$ cat src/rtl/mem_req_arbiter_if.sv
// Request, memory-port and response signals shared between the caches, the arbiter and memory.
// The master modport is the arbiter side; the slave modport is the cache/memory environment.
interface mem_req_arbiter_if #(
  parameter int TAG_W = 4
);
  logic             icache_req_valid;
  logic [31:0]      icache_req_addr;
  logic             icache_req_accepted;
  logic             dcache_req_valid;
  logic [31:0]      dcache_req_addr;
  logic             dcache_req_accepted;
  logic [1:0]       proc2mem_command;
  logic [31:0]      proc2mem_addr;
  logic [TAG_W-1:0] mem2proc_transaction_tag;
  logic [TAG_W-1:0] mem2proc_data_tag;
  logic             icache_resp_valid;
  logic             dcache_resp_valid;

  modport master (
    input  icache_req_valid, icache_req_addr, dcache_req_valid, dcache_req_addr,
    input  mem2proc_transaction_tag, mem2proc_data_tag,
    output icache_req_accepted, dcache_req_accepted,
    output proc2mem_command, proc2mem_addr,
    output icache_resp_valid, dcache_resp_valid
  );

  modport slave (
    output icache_req_valid, icache_req_addr, dcache_req_valid, dcache_req_addr,
    output mem2proc_transaction_tag, mem2proc_data_tag,
    input  icache_req_accepted, dcache_req_accepted,
    input  proc2mem_command, proc2mem_addr,
    input  icache_resp_valid, dcache_resp_valid
  );
endinterface

$ cat src/rtl/mem_req_arbiter.sv
// icache/dcache block-fill arbiter onto one memory port, with per-tag owner tracking for responses.
// Optional MEM_ARB_STATS_EN adds grant/reject counters.
module mem_req_arbiter #(
  parameter int NUM_TAGS     = 15,
  parameter int TAG_W        = 4,
  parameter int STARVE_LIMIT = 4
) (
  input  logic             clock,
  input  logic             reset,
  mem_req_arbiter_if.master bus,
  output logic [TAG_W-1:0] inflight_count,
  output logic             stray_tag_err
`ifdef MEM_ARB_STATS_EN
  ,
  output logic [31:0]      icache_grant_cnt,
  output logic [31:0]      dcache_grant_cnt,
  output logic [31:0]      reject_cnt
`endif
);

  localparam int               ENTRIES    = 2 ** TAG_W;
  localparam int               SC_W       = $clog2(STARVE_LIMIT + 1);
  localparam logic [SC_W-1:0]  STARVE_MAX = SC_W'(STARVE_LIMIT);
  localparam logic [TAG_W-1:0] MAX_TAG    = TAG_W'(NUM_TAGS);
  localparam logic [1:0]       CMD_NONE   = 2'd0;
  localparam logic [1:0]       CMD_LOAD   = 2'd1;

  logic [ENTRIES-1:0] inflight_q, inflight_d;
  logic [ENTRIES-1:0] owner_q, owner_d;
  logic [SC_W-1:0]    starve_q, starve_d;
  logic               stray_q, stray_d;
  logic [TAG_W-1:0]   count_q, count_d;

  logic icache_win, dcache_win, tag_ok, icache_acc, dcache_acc;
  logic data_hit;

  always_comb begin
    icache_win = bus.icache_req_valid && (!bus.dcache_req_valid || starve_q == STARVE_MAX);
    dcache_win = bus.dcache_req_valid && !icache_win;
    tag_ok     = bus.mem2proc_transaction_tag != '0;
    icache_acc = icache_win && tag_ok;
    dcache_acc = dcache_win && tag_ok;

    bus.icache_req_accepted = icache_acc;
    bus.dcache_req_accepted = dcache_acc;
    bus.proc2mem_command    = CMD_NONE;
    bus.proc2mem_addr       = '0;
    if (icache_win) begin
      bus.proc2mem_command = CMD_LOAD;
      bus.proc2mem_addr    = {bus.icache_req_addr[31:3], 3'b000};
    end else if (dcache_win) begin
      bus.proc2mem_command = CMD_LOAD;
      bus.proc2mem_addr    = {bus.dcache_req_addr[31:3], 3'b000};
    end

    // Routing uses the pre-edge owner, so a same-cycle reissue of the tag cannot steal the response.
    data_hit              = (bus.mem2proc_data_tag != '0) && inflight_q[bus.mem2proc_data_tag];
    bus.icache_resp_valid = data_hit && !owner_q[bus.mem2proc_data_tag];
    bus.dcache_resp_valid = data_hit &&  owner_q[bus.mem2proc_data_tag];
  end

  always_comb begin
    inflight_d = inflight_q;
    owner_d    = owner_q;
    starve_d   = starve_q;
    stray_d    = stray_q;
    count_d    = '0;

    if (data_hit) begin
      inflight_d[bus.mem2proc_data_tag] = 1'b0;
    end else if (bus.mem2proc_data_tag != '0) begin
      stray_d = 1'b1;
    end

    // Applied after the clear so a same-cycle issue of the returning tag leaves it in flight.
    if ((icache_acc || dcache_acc) && bus.mem2proc_transaction_tag <= MAX_TAG) begin
      inflight_d[bus.mem2proc_transaction_tag] = 1'b1;
      owner_d[bus.mem2proc_transaction_tag]    = dcache_acc;
    end

    if (!bus.icache_req_valid || icache_acc) begin
      starve_d = '0;
    end else if (dcache_acc && starve_q != STARVE_MAX) begin
      starve_d = starve_q + 1'b1;
    end

    for (int i = 1; i < ENTRIES; i++) begin
      count_d = count_d + TAG_W'(inflight_d[i]);
    end
  end

  always_ff @(posedge clock) begin
    if (reset) begin
      inflight_q <= '0;
      owner_q    <= '0;
      starve_q   <= '0;
      stray_q    <= 1'b0;
      count_q    <= '0;
    end else begin
      inflight_q <= inflight_d;
      owner_q    <= owner_d;
      starve_q   <= starve_d;
      stray_q    <= stray_d;
      count_q    <= count_d;
    end
  end

  assign inflight_count = count_q;
  assign stray_tag_err  = stray_q;

`ifdef MEM_ARB_STATS_EN
  logic [31:0] icache_grant_cnt_q, icache_grant_cnt_d;
  logic [31:0] dcache_grant_cnt_q, dcache_grant_cnt_d;
  logic [31:0] reject_cnt_q, reject_cnt_d;

  always_comb begin
    icache_grant_cnt_d = icache_grant_cnt_q + {31'd0, icache_acc};
    dcache_grant_cnt_d = dcache_grant_cnt_q + {31'd0, dcache_acc};
    reject_cnt_d       = reject_cnt_q + {31'd0, (icache_win || dcache_win) && !tag_ok};
  end

  always_ff @(posedge clock) begin
    if (reset) begin
      icache_grant_cnt_q <= '0;
      dcache_grant_cnt_q <= '0;
      reject_cnt_q       <= '0;
    end else begin
      icache_grant_cnt_q <= icache_grant_cnt_d;
      dcache_grant_cnt_q <= dcache_grant_cnt_d;
      reject_cnt_q       <= reject_cnt_d;
    end
  end

  assign icache_grant_cnt = icache_grant_cnt_q;
  assign dcache_grant_cnt = dcache_grant_cnt_q;
  assign reject_cnt       = reject_cnt_q;
`endif

endmodule

$ cat src/flat_wrapper.sv
// flat-port wrapper written by rule: the top's interface ports become plain ports
module mem_req_arbiter_flat 
#(
  parameter int NUM_TAGS     = 15,
  parameter int TAG_W        = 4,
  parameter int STARVE_LIMIT = 4
)
  (clock, reset, inflight_count, stray_tag_err, bus_icache_req_valid, bus_icache_req_addr, bus_dcache_req_valid, bus_dcache_req_addr, bus_mem2proc_transaction_tag, bus_mem2proc_data_tag, bus_icache_req_accepted, bus_dcache_req_accepted, bus_proc2mem_command, bus_proc2mem_addr, bus_icache_resp_valid, bus_dcache_resp_valid);
  mem_req_arbiter_if #(.TAG_W(TAG_W)) bus_i ();
  input  logic clock;
  input  logic reset;
  output logic [TAG_W-1:0] inflight_count;
  output logic stray_tag_err;
  input wire logic [$bits(bus_i.icache_req_valid)-1:0] bus_icache_req_valid;
  input wire logic [$bits(bus_i.icache_req_addr)-1:0] bus_icache_req_addr;
  input wire logic [$bits(bus_i.dcache_req_valid)-1:0] bus_dcache_req_valid;
  input wire logic [$bits(bus_i.dcache_req_addr)-1:0] bus_dcache_req_addr;
  input wire logic [$bits(bus_i.mem2proc_transaction_tag)-1:0] bus_mem2proc_transaction_tag;
  input wire logic [$bits(bus_i.mem2proc_data_tag)-1:0] bus_mem2proc_data_tag;
  output wire logic [$bits(bus_i.icache_req_accepted)-1:0] bus_icache_req_accepted;
  output wire logic [$bits(bus_i.dcache_req_accepted)-1:0] bus_dcache_req_accepted;
  output wire logic [$bits(bus_i.proc2mem_command)-1:0] bus_proc2mem_command;
  output wire logic [$bits(bus_i.proc2mem_addr)-1:0] bus_proc2mem_addr;
  output wire logic [$bits(bus_i.icache_resp_valid)-1:0] bus_icache_resp_valid;
  output wire logic [$bits(bus_i.dcache_resp_valid)-1:0] bus_dcache_resp_valid;
  assign bus_i.icache_req_valid = bus_icache_req_valid;
  assign bus_i.icache_req_addr = bus_icache_req_addr;
  assign bus_i.dcache_req_valid = bus_dcache_req_valid;
  assign bus_i.dcache_req_addr = bus_dcache_req_addr;
  assign bus_i.mem2proc_transaction_tag = bus_mem2proc_transaction_tag;
  assign bus_i.mem2proc_data_tag = bus_mem2proc_data_tag;
  assign bus_icache_req_accepted = bus_i.icache_req_accepted;
  assign bus_dcache_req_accepted = bus_i.dcache_req_accepted;
  assign bus_proc2mem_command = bus_i.proc2mem_command;
  assign bus_proc2mem_addr = bus_i.proc2mem_addr;
  assign bus_icache_resp_valid = bus_i.icache_resp_valid;
  assign bus_dcache_resp_valid = bus_i.dcache_resp_valid;
  mem_req_arbiter #(.NUM_TAGS(NUM_TAGS), .TAG_W(TAG_W), .STARVE_LIMIT(STARVE_LIMIT)) u_core (.clock(clock), .reset(reset), .bus(bus_i), .inflight_count(inflight_count), .stray_tag_err(stray_tag_err));
endmodule
$ cat config.mk
export PLATFORM = sky130hd
export DESIGN_NAME = mem_req_arbiter_flat
export DESIGN_NICKNAME = d
export VERILOG_FILES = /design/src/rtl/mem_req_arbiter_if.sv /design/src/rtl/mem_req_arbiter.sv /design/src/flat_wrapper.sv
export SDC_FILE = /design/constraint.sdc
export NUM_CORES = 1
export LEC_CHECK = 0
export CAP_MARGIN = 15
export CORE_ASPECT_RATIO = 1.5
export CORE_MARGIN = 1.5
export CORE_UTILIZATION = 43
export DETAILED_ROUTE_END_ITERATION = 7
export PLACE_DENSITY = 0.78
export SYNTH_ARGS = -nofsm -noshare
export SYNTH_HDL_FRONTEND = slang
export SYNTH_SLANG_ARGS = --single-unit
export TNS_END_PERCENT = 10
$ cat constraint.sdc
create_clock -name clock -period 5.69 [get_ports clock]
set_input_delay 0.569 -clock clock [delete_from_list [all_inputs] [get_ports clock]]
set_output_delay 0.569 -clock clock [all_outputs]
set_load 0.01 [all_outputs]
== Yosys cells after proc, flatten, opt, wreduce, memory -nomap -nowiden ==
Index checks and enable logic that the tools add are counted.

* Add/sub/neg operators: 15
* Order comparisons: 5
* Equal/unequal tests: 2
* Bitwise gates (word level): 4
* Muxes and demuxes: 15
* Reduce and logical (&&, ||, !) cells: 22

{| class="wikitable"
|+ Operators with widths
! cell !! count
|-
| 32-bit 2-to-1 mux || 2
|-
| 4-bit by 1-bit adder with 4-bit output || 13
|-
| 16-bit 2-to-1 mux || 2
|-
| 16-bit bitwise AND || 1
|-
| 16-bit bitwise mux || 1
|-
| 16-bit NOT || 1
|-
| 16-bit bitwise OR || 1
|-
| 1-bit logical AND || 11
|-
| 4-bit by 5-bit < comparator with 1-bit output, second input constant || 2
|-
| 1-bit binary-select mux with 4-bit select || 2
|-
| 1-bit demux with 4-bit select || 2
|-
| 4-bit by 1-bit >= comparator with 1-bit output, second input constant || 2
|-
| 4-bit nonzero test || 2
|-
| 1-bit 2-to-1 mux || 5
|-
| 4-bit less-or-equal comparator, second input constant || 1
|-
| 1-bit logical NOT || 4
|-
| 3-bit by 1-bit adder with 3-bit output, second input constant || 1
|-
| 3-bit == test, second input constant || 1
|-
| 1-bit logical OR || 3
|-
| 3-bit != test, second input constant || 1
|-
| 1-bit by 1-bit adder with 2-bit output || 1
|-
| 2-bit 2-to-1 mux || 1
|-
| 2-bit AND reduction || 1
|-
| 2-bit OR reduction || 1
|-
| 1-bit NOT || 1
|}

* Output and inout bits: 43
* Word-level logic and storage cells: 68
* Input bits: 76
* Bits in registers: 40

== Longest topological paths before layout ==
Gate-level depths: netlist (run 1).

* Depth after elaboration: 23
* Gate-level depth with buffers: 18
* Gate-level depth less buffers: 16

== Least setup slack after synthesis (run 1) ==
No wires, ideal clock.

* Path kind: input port to flip-flop
* Start: input port bus_mem2proc_transaction_tag[3]
* End: register u_core.count_q[3] (netlist: u_core.inflight_count[3])
* Arrival: 4484 ps
* Stages: 15
* Setup time: 128 ps
* Buffers on the path: 1
* Slack: 1078 ps
* Required time: 5562 ps
* Cells stage by stage: buf_2 -> or4_1 -> nand2_1 -> ha_1 -> fa_1 -> fa_1 -> fa_1 -> inv_1 -> fa_1 -> inv_1 -> ha_1 -> a21o_1 -> a21oi_1 -> xor2_1 -> nor2_1

* Cells in the longest elaborated chain, start to end: 20
* Elaborated cells between the ends (all ways): 27
* Classes of those cells: add/sub: 14; order compare: 3; mux: 3; bitwise: 1; reduce/logical: 6

{| class="wikitable"
|+ Ends and longest elaborated chain
! item !! RTL line !! text
|-
| start: declaration || flat_wrapper.sv:18 || <nowiki>input wire logic [$bits(bus_i.mem2proc_transaction_tag)-1:0] bus_mem2proc_transaction_tag;</nowiki>
|-
| 4-bit by 5-bit < comparator with 1-bit output (not written as such) or 4-bit by 1-bit >= comparator with 1-bit output (tied branches) || mem_req_arbiter.sv:77 || <nowiki>inflight_d[bus.mem2proc_transaction_tag] = 1'b1;</nowiki>
|-
| 1-bit logical AND (not written as such) || mem_req_arbiter.sv:77 ||
|-
| 1-bit 2-to-1 mux (not written as such) || mem_req_arbiter.sv:77 ||
|-
| 1-bit demux with 4-bit select || - ||
|-
| 16-bit bitwise OR (no line) || - ||
|-
| 16-bit 2-to-1 mux * || mem_req_arbiter.sv:76 || <nowiki>if ((icache_acc || dcache_acc) && bus.mem2proc_transaction_tag <= MAX_TAG) begin</nowiki>
|-
| via u_core.inflight_d[1] || mem_req_arbiter.sv:28 || <nowiki>logic [ENTRIES-1:0] inflight_q, inflight_d;</nowiki>
|-
| 1-bit by 1-bit adder with 2-bit output * || mem_req_arbiter.sv:88 || <nowiki>count_d = count_d + TAG_W'(inflight_d[i]);</nowiki>
|-
| 4-bit by 1-bit adder with 4-bit output * (13 in series) || mem_req_arbiter.sv:88 ||
|-
| end signal: assignment || mem_req_arbiter.sv:104 || <nowiki>count_q <= count_d;</nowiki>
|-
| end: declaration || mem_req_arbiter.sv:32 || <nowiki>logic [TAG_W-1:0] count_q, count_d;</nowiki>
|}

Mark *: on every way through the listed nets, which the timed path passes. The rest lies on a longest branch.
A chain may end at the register's enable or synchronous reset.

== Final worst setup path (run 1) ==
* Start: input port bus_mem2proc_transaction_tag[0]
* End: register u_core.count_q[3] (netlist: u_core.inflight_count[3])

The elaborated chain is that of the path after synthesis.

==> out/qor.txt, run 1 <==
DR WL/cell: 14.4 µm
initial antenna violation count: 0
P&R area growth vs syn: 43.7%
WP data arrival: 5.19 ns
row count: 35
1st-pass router iterations: 4
CTS tree: done
final hold slack: 0.475 ns
worst vdd ir: 0.105 mV
Util after Layout: 0.645
fin. max-slew vios: 0
relative slew slack: 0.391
crit path launch type: input pin
f_max: 200 MHz
max-cap check violation count: 0
Initial Util: 0.449
synthesized area per cell: 7.94 µm²
Core Region: 6170 µm²
cell count after synthesis: 349
Clock Sinks: 40
# hold bufs at CTS: 0
compound-cell area share of the yosys netlist: 0.155
hold crit path type: flip-flop to flip-flop
area of the multi-input gates: 1780 µm²
Cells after DPL: 517
largest net degree at the start of global routing: 60
setup_tns: 0 ns
die height: 101 µm
Detail Placement HPWL: 6190 µm
CP required: 5.87 ns
Worst-path clk slew: 0.08 ns
Synth area leader: dfxtp_1
simple-gate area share of the yosys netlist: 0.263
first-pass GRT wire length: 11,800 µm
Die Footprint: 6950 µm²
CP Capture Type: flip-flop
fin crit share: 0.880
vias in the first global route: 2,645
worst slew pin tran: 0.913 ns
Post-Synth XOR/XNOR Area: 0.00632
Clk Latency, worst-skew pair: 0.30 ns
Final Hold Viols: 0
Max Root-Sink Buffers: 2
post-synthesis mux area share: 0.111
number of library cell types mapped by synthesis: 42
gp weighted congestion: 0.855
Routed WL: 7540 µm
Reg area: 801 µm²
Synth Area in Adders: 0.101
Layout Cells excl Fill: 525
fillers: 539
skew final: 0.00756 ns
Post-CTS Repair Setup Buffers: 0
GR Util All Layers: 0.228
LEAKAGE: 0.00166 µW
commonest non-fill, non-tap cell in the layout: clkdlybuf4s50_1
Yosys warning total: 0
DRT iter0 DRCs: 196
Yosys reg bits: 40
DR vias/cell: 5.26
Antenna Nets Post-Route: 0
sequential area share after synthesis: 0.289
commonest cells after routing, fill and taps aside: 108 x clkdlybuf4s50_1, 80 x nand2_1, 40 x dfxtp_1
# resized after CTS: 0
Max FO, Critical Path: 7
top cell type's share of synthesized area: 0.289
setup violators final: 0
RSZ-0062 raised after global routing: false
chip width: 68.6 µm
CTS root buffer: clkbuf_8
layout cells sized above 1: 0.0710
Mapped Area: 2770 µm²
DRC viols: 0
io pins: 119
fin nets: 543
min Tclk post-route: 5.01 ns
PwrDens: 193 nW/µm²
Buffers on Ports: 108
largest family of logic cells by synthesized area: simple AND/OR/NAND/NOR gates
cts bufs inserted: 5
status: finished, final reports clean
GRT overflow: 0
Via Count: 2,762
number of H-tree levels: 2
# diodes: 0
synth top area cells: dfxtp_1 29%, nand2_1 11%, fa_1 6.5%, o21ai_1 5.6%, mux2i_1 5.4%
Setup Crit Path Kind: input pin to flip-flop
-- worst paths after layout --
kind         slack, ns                            start                       end  depth (start not counted)
max               0.68  bus_mem2proc_transaction_tag[0]  u_core.inflight_count[3]                         16
min               0.47                u_core.owner_q[0]         u_core.owner_q[0]                          1
max reg2reg       1.86             u_core.inflight_q[1]  u_core.inflight_count[3]                         14
min reg2reg       0.47                u_core.owner_q[0]         u_core.owner_q[0]                          1
-- cell usage after synthesis, drive strengths merged --
cell and n:
nand2 80, dfxtp 40, o21ai 34, nor2 31, nor2b 21, buf 16
mux2i 15, inv 14, a21o 12, a21oi 10, clkbuf 10, fa 9
nor3 9, ha 8, mux4 6, nand2b 4, nand3 4, nor4 4
a22o 2, a22oi 2, and2 2, mux2 2, or4 2, xor2 2
a211oi 1, a21bo 1, a2bb2oi 1, a32oi 1, a41oi 1, conb 1
nand3b 1, o211ai 1, o31a 1, or3 1
-- through the flow --
stage | instance area [µm²] | total power (µW) | worst slack, ns
finish | 3990 | 771 | 0.681
global route | 3990 | 812 | 0.412
CTS | 3990 | 776 | 0.660
detailed placement | 3870 | 545 | 0.349
global placement | 3870 | 541 | 0.399
floorplan | 2780 | 425 | 1.08
-- state kept, by name, indices dropped and copies added, names as in the netlist --
signal	flops
u_core.stray_tag_err	1
u_core.owner_q	16
u_core.inflight_count	4
u_core.starve_q	3
u_core.inflight_q	16
-- logic make-up after synthesis --
logic type               Yosys count
buffers and inverters             40
XOR/XNOR                           2
multiplexers                      23
flip-flops                        40
AND/OR/NAND/NOR                  159
other                              1
AO/OA/AOI/OAI                     67
adder cells (fa/ha/maj)           17
-- critical path, stage by stage --
cell and delay, ns:
clkdlybuf4s50_1 0.54, nand2b_1 0.28, or4_1 0.51, nand2_1 0.10
ha_1 0.25, fa_1 0.47, fa_1 0.46, fa_1 0.51
inv_1 0.05, fa_1 0.58, inv_1 0.06, ha_1 0.28
a21o_1 0.15, a21oi_1 0.16, xor2_1 0.16, nor2_1 0.05
-- final cells by class --
type	instances	area share
Tap cell	74	0.0232
Multi-Input combinational cell	272	0.446
Timing Repair Buffer	117	0.288
Inverter	14	0.0132
Clock inverter	3	0.0107
Sequential cell	40	0.201
Clock buffer	5	0.0173
-- metal layers --
layer	up-vias	share of wire	track usage	wire length, µm
met3	18	0.073	0.0611	550
li1	1358	-	-	-
met5	-	0	0	0
met2	132	0.52	0.402	3920
met1	1254	0.37	0.246	2770
met4	0	0.039	0.105	297
-- power by group --
group	leakage [µW]	switching (µW)	total (µW)	internal (µW)
Sequential	0.000324	4.32	295	291
Combinational	0.00128	109	241	131
Clock	0.0000541	105	235	130
Total	0.00166	219	771	552
Power figures use the tool's default switching activity.
==> inputs of run 2 (changes only) <==
--- a/config.mk
+++ b/config.mk
@@ -7,7 +7,6 @@
 export LEC_CHECK = 0
 export CAP_MARGIN = 15
 export CORE_ASPECT_RATIO = 1.5
-export CORE_MARGIN = 1.5
 export CORE_UTILIZATION = 43
 export DETAILED_ROUTE_END_ITERATION = 7
 export PLACE_DENSITY = 0.78
==> run 2 against run 1 <==
  * Cell count down 0.19%
  * Hold slack gained 0.0024 ns
  * Global-route usage is 0.88 points higher
  * Clock skew about the same
  * Sequential share of layout area about the same
  * Register-to-register slack better by 0.04 ns
  * Wire length down 0.70%
  * First-iteration DRC count decreased by 27%
  * Core utilization down 0.12 points
  * Sequential power about the same
  * Sequential cell count is the same
  * Design area down 0.19%
  * Critical endpoint unchanged
  * Largest cell class unchanged
  * Largest power group unchanged
==> out/qor.txt, run 2 (same netlist as run 1, synthesis figures left out) <==
status: finished, final reports clean
crit path launch type: input pin
WP data arrival: 5.18 ns (about the same)
busiest grt layer: met2
CTS tree: done
vias in the first global route: 2,588 (-2.2%)
LEAKAGE: 0.00166 µW (-0.27%)
RSZ-0062 raised after global routing: false
layout cells sized above 1: 0.0689 (-0.00206)
first-pass GRT wire length: 12,000 µm (+1.4%)
worst r2r path cells: 14 (unchanged)
Top delay family on crit path: adder cells
cell depth of the worst hold path: 1 (unchanged)
# hold bufs at CTS: 0 (unchanged)
P&R area growth vs syn: 43.5%
DRC viols: 0 (unchanged)
Comb pwr share: 0.313 (about the same)
Clk Latency, worst-skew pair: 0.30 ns (about the same)
relative slew slack: 0.374 (-0.0177)
Die Footprint: 6780 µm² (-2.4%)
part of the power in the clock network: 0.303 (-0.002)
crit path cell chain: clkdlybuf4s50_1, nand2b_1, or4_1, nand2_1, ha_1, fa_1, fa_1, inv_1, fa_1, fa_1, inv_1, ha_1, a21o_1, a21oi_1, xor2_1, nor2_1
GRT overflow: 0 (unchanged)
Sw Share: 0.282 (-0.00176)
CP required: 5.86 ns (about the same)
Final Worst Setup Slack: 0.682 ns (+0.00180 ns)
delay of the slowest critical-path stage: 0.57 ns (about the same)
Worst-path clk slew: 0.08 ns (about the same)
P_sw: 217 µW (-1.0%)
die height: 100 µm (-0.99%)
max-cap check violation count: 0 (unchanged)
Max Root-Sink Buffers: 2 (unchanged)
Clock Sinks: 40 (unchanged)
Cells after DPL: 516 (-0.19%)
setup violators final: 0 (unchanged)
1st-pass router iterations: 4 (unchanged)
Post-Place Worst Slack: 0.368 ns (+0.0188 ns)
worst path buffer plus inverter count: 3 (unchanged)
worst vdd ir: 0.0945 mV (-10%)
Sequential Power Share: 0.384 (about the same)
commonest cells after routing, fill and taps aside: 108 x clkdlybuf4s50_1, 80 x nand2_1, 40 x dfxtp_1
Max FO, Critical Path: 7 (unchanged)
Via Count: 2,717 (-1.6%)
Initial Util: 0.449 (unchanged)
GR Util All Layers: 0.237 (+0.00877)
Antenna Nets Post-Route: 0 (unchanged)
fin. max-slew vios: 0 (unchanged)
Detail Placement HPWL: 6100 µm (-1.5%)
cell mode on critical path: fa_1
io pins: 119 (unchanged)
# resized after CTS: 0 (unchanged)
hold crit path type: flip-flop to flip-flop
Buffers on Ports: 108 (unchanged)
Final Hold Viols: 0 (unchanged)
fin crit share: 0.880 (about the same)
row count: 35 (unchanged)
DR WL/cell: 14.3 µm (-0.51%)
Core Region: 6170 µm² (unchanged)
largest net degree at the start of global routing: 60 (unchanged)
f_max: 200 MHz (about the same)
Pint: 551 µW (-0.15%)
CTS root buffer: clkbuf_8
Layout Cells excl Fill: 524 (-0.19%)
chip width: 67.6 µm (-1.5%)
initial antenna violation count: 0 (unchanged)
Post-CTS Repair Setup Buffers: 0 (unchanged)
Design Area, Final: 3980 µm² (-0.19%)
Routed WL: 7480 µm (-0.70%)
cell at the slowest stage of the critical path: fa_1
DR vias/cell: 5.19 (-1.4%)
GR Util met3: 0.0534 (-0.00770)
fin nets: 542 (-0.18%)
skew final: 0.00768 ns (+0.000115 ns)
Post-DP Area: 3870 µm² (-0.19%)
Setup Crit Path Kind: input pin to flip-flop
commonest non-fill, non-tap cell in the layout: clkdlybuf4s50_1
gp weighted congestion: 0.833 (-2.6%)
CP Capture Type: flip-flop
setup_tns: 0 ns (unchanged)
min Tclk post-route: 5.01 ns (-0.00180 ns)
cts bufs inserted: 5 (unchanged)
number of H-tree levels: 2 (unchanged)
# diodes: 0 (unchanged)
M2 GR Usage: 0.406 (+0.00357)
instance count on the critical path: 16 (unchanged)
PwrDens: 193 nW/µm² (-0.21%)
worst slew pin tran: 0.939 ns (+0.0265 ns)
DRT iter0 DRCs: 144 (-27%)
GRT met1 Usage: 0.269 (+0.0237)
## run 2: worst register-to-register path: stages, from the launching register on
cell and delay, ns:
dfxtp_1 0.32, nand2_1 0.07, nand2_1 0.07, ha_1 0.29, fa_1 0.46, fa_1 0.55, inv_1 0.05, fa_1 0.44
fa_1 0.57, inv_1 0.06, ha_1 0.28, a21o_1 0.15, a21oi_1 0.16, xor2_1 0.16, nor2_1 0.05
## run 2: final timing paths
| check | slack, ns | start | endpoint |
|---|---|---|---|
| worst min-delay path | 0.48 | u_core.owner_q[0] | u_core.owner_q[0] |
| worst min register to register | 0.48 | u_core.owner_q[0] | u_core.owner_q[0] |
| worst max register to register | 1.90 | u_core.inflight_q[2] | u_core.inflight_count[3] |
| worst max-delay path | 0.68 | bus_mem2proc_transaction_tag[0] | u_core.inflight_count[3] |
## run 2: cell type report
cell class | instances | area (µm²)
clock inverter | 3 | 42.5
clock buffer | 5 | 68.8
multi-input combinational | 272 | 1780
inverter | 14 | 52.6
sequential | 40 | 801
fill | 533 | 2200
tap | 74 | 92.6
timing repair buffer | 116 | 1140
## run 2: stage by stage
stage,power [µW],hold WS [ns],util
global placement,540,0.460,0.626
CTS,775,0.479,0.644
global route,815,0.493,0.644
detailed placement,544,0.466,0.626
floorplan,425,0.433,-
finish,768,0.477,0.644
## run 2: metal layers
metal | up-vias | share of wire
met4 | 0 | 0.037
li1 | 1358 | -
met2 | 121 | 0.52
met5 | - | 0
met3 | 18 | 0.071
met1 | 1220 | 0.37
## run 2: power by group through the flow
stage                     combinational (µW)  sequential [µW]  clock, µW
after floorplan                          121              304          0
after global placement                   238              301          0
after detailed placement                 242              302          0
after CTS                                243              295        237
after global routing                     266              296        252
final                                    240              295        233
==> inputs of run 3 (changes only) <==
--- a/config.mk
+++ b/config.mk
@@ -10,6 +10,7 @@
 export CORE_UTILIZATION = 43
 export DETAILED_ROUTE_END_ITERATION = 7
 export PLACE_DENSITY = 0.78
+export SLEW_MARGIN = 20
 export SYNTH_ARGS = -nofsm -noshare
 export SYNTH_HDL_FRONTEND = slang
 export SYNTH_SLANG_ARGS = --single-unit
==> results of run 3 <==
No change in the layout: final DEF, timing and power equal those of run 2.
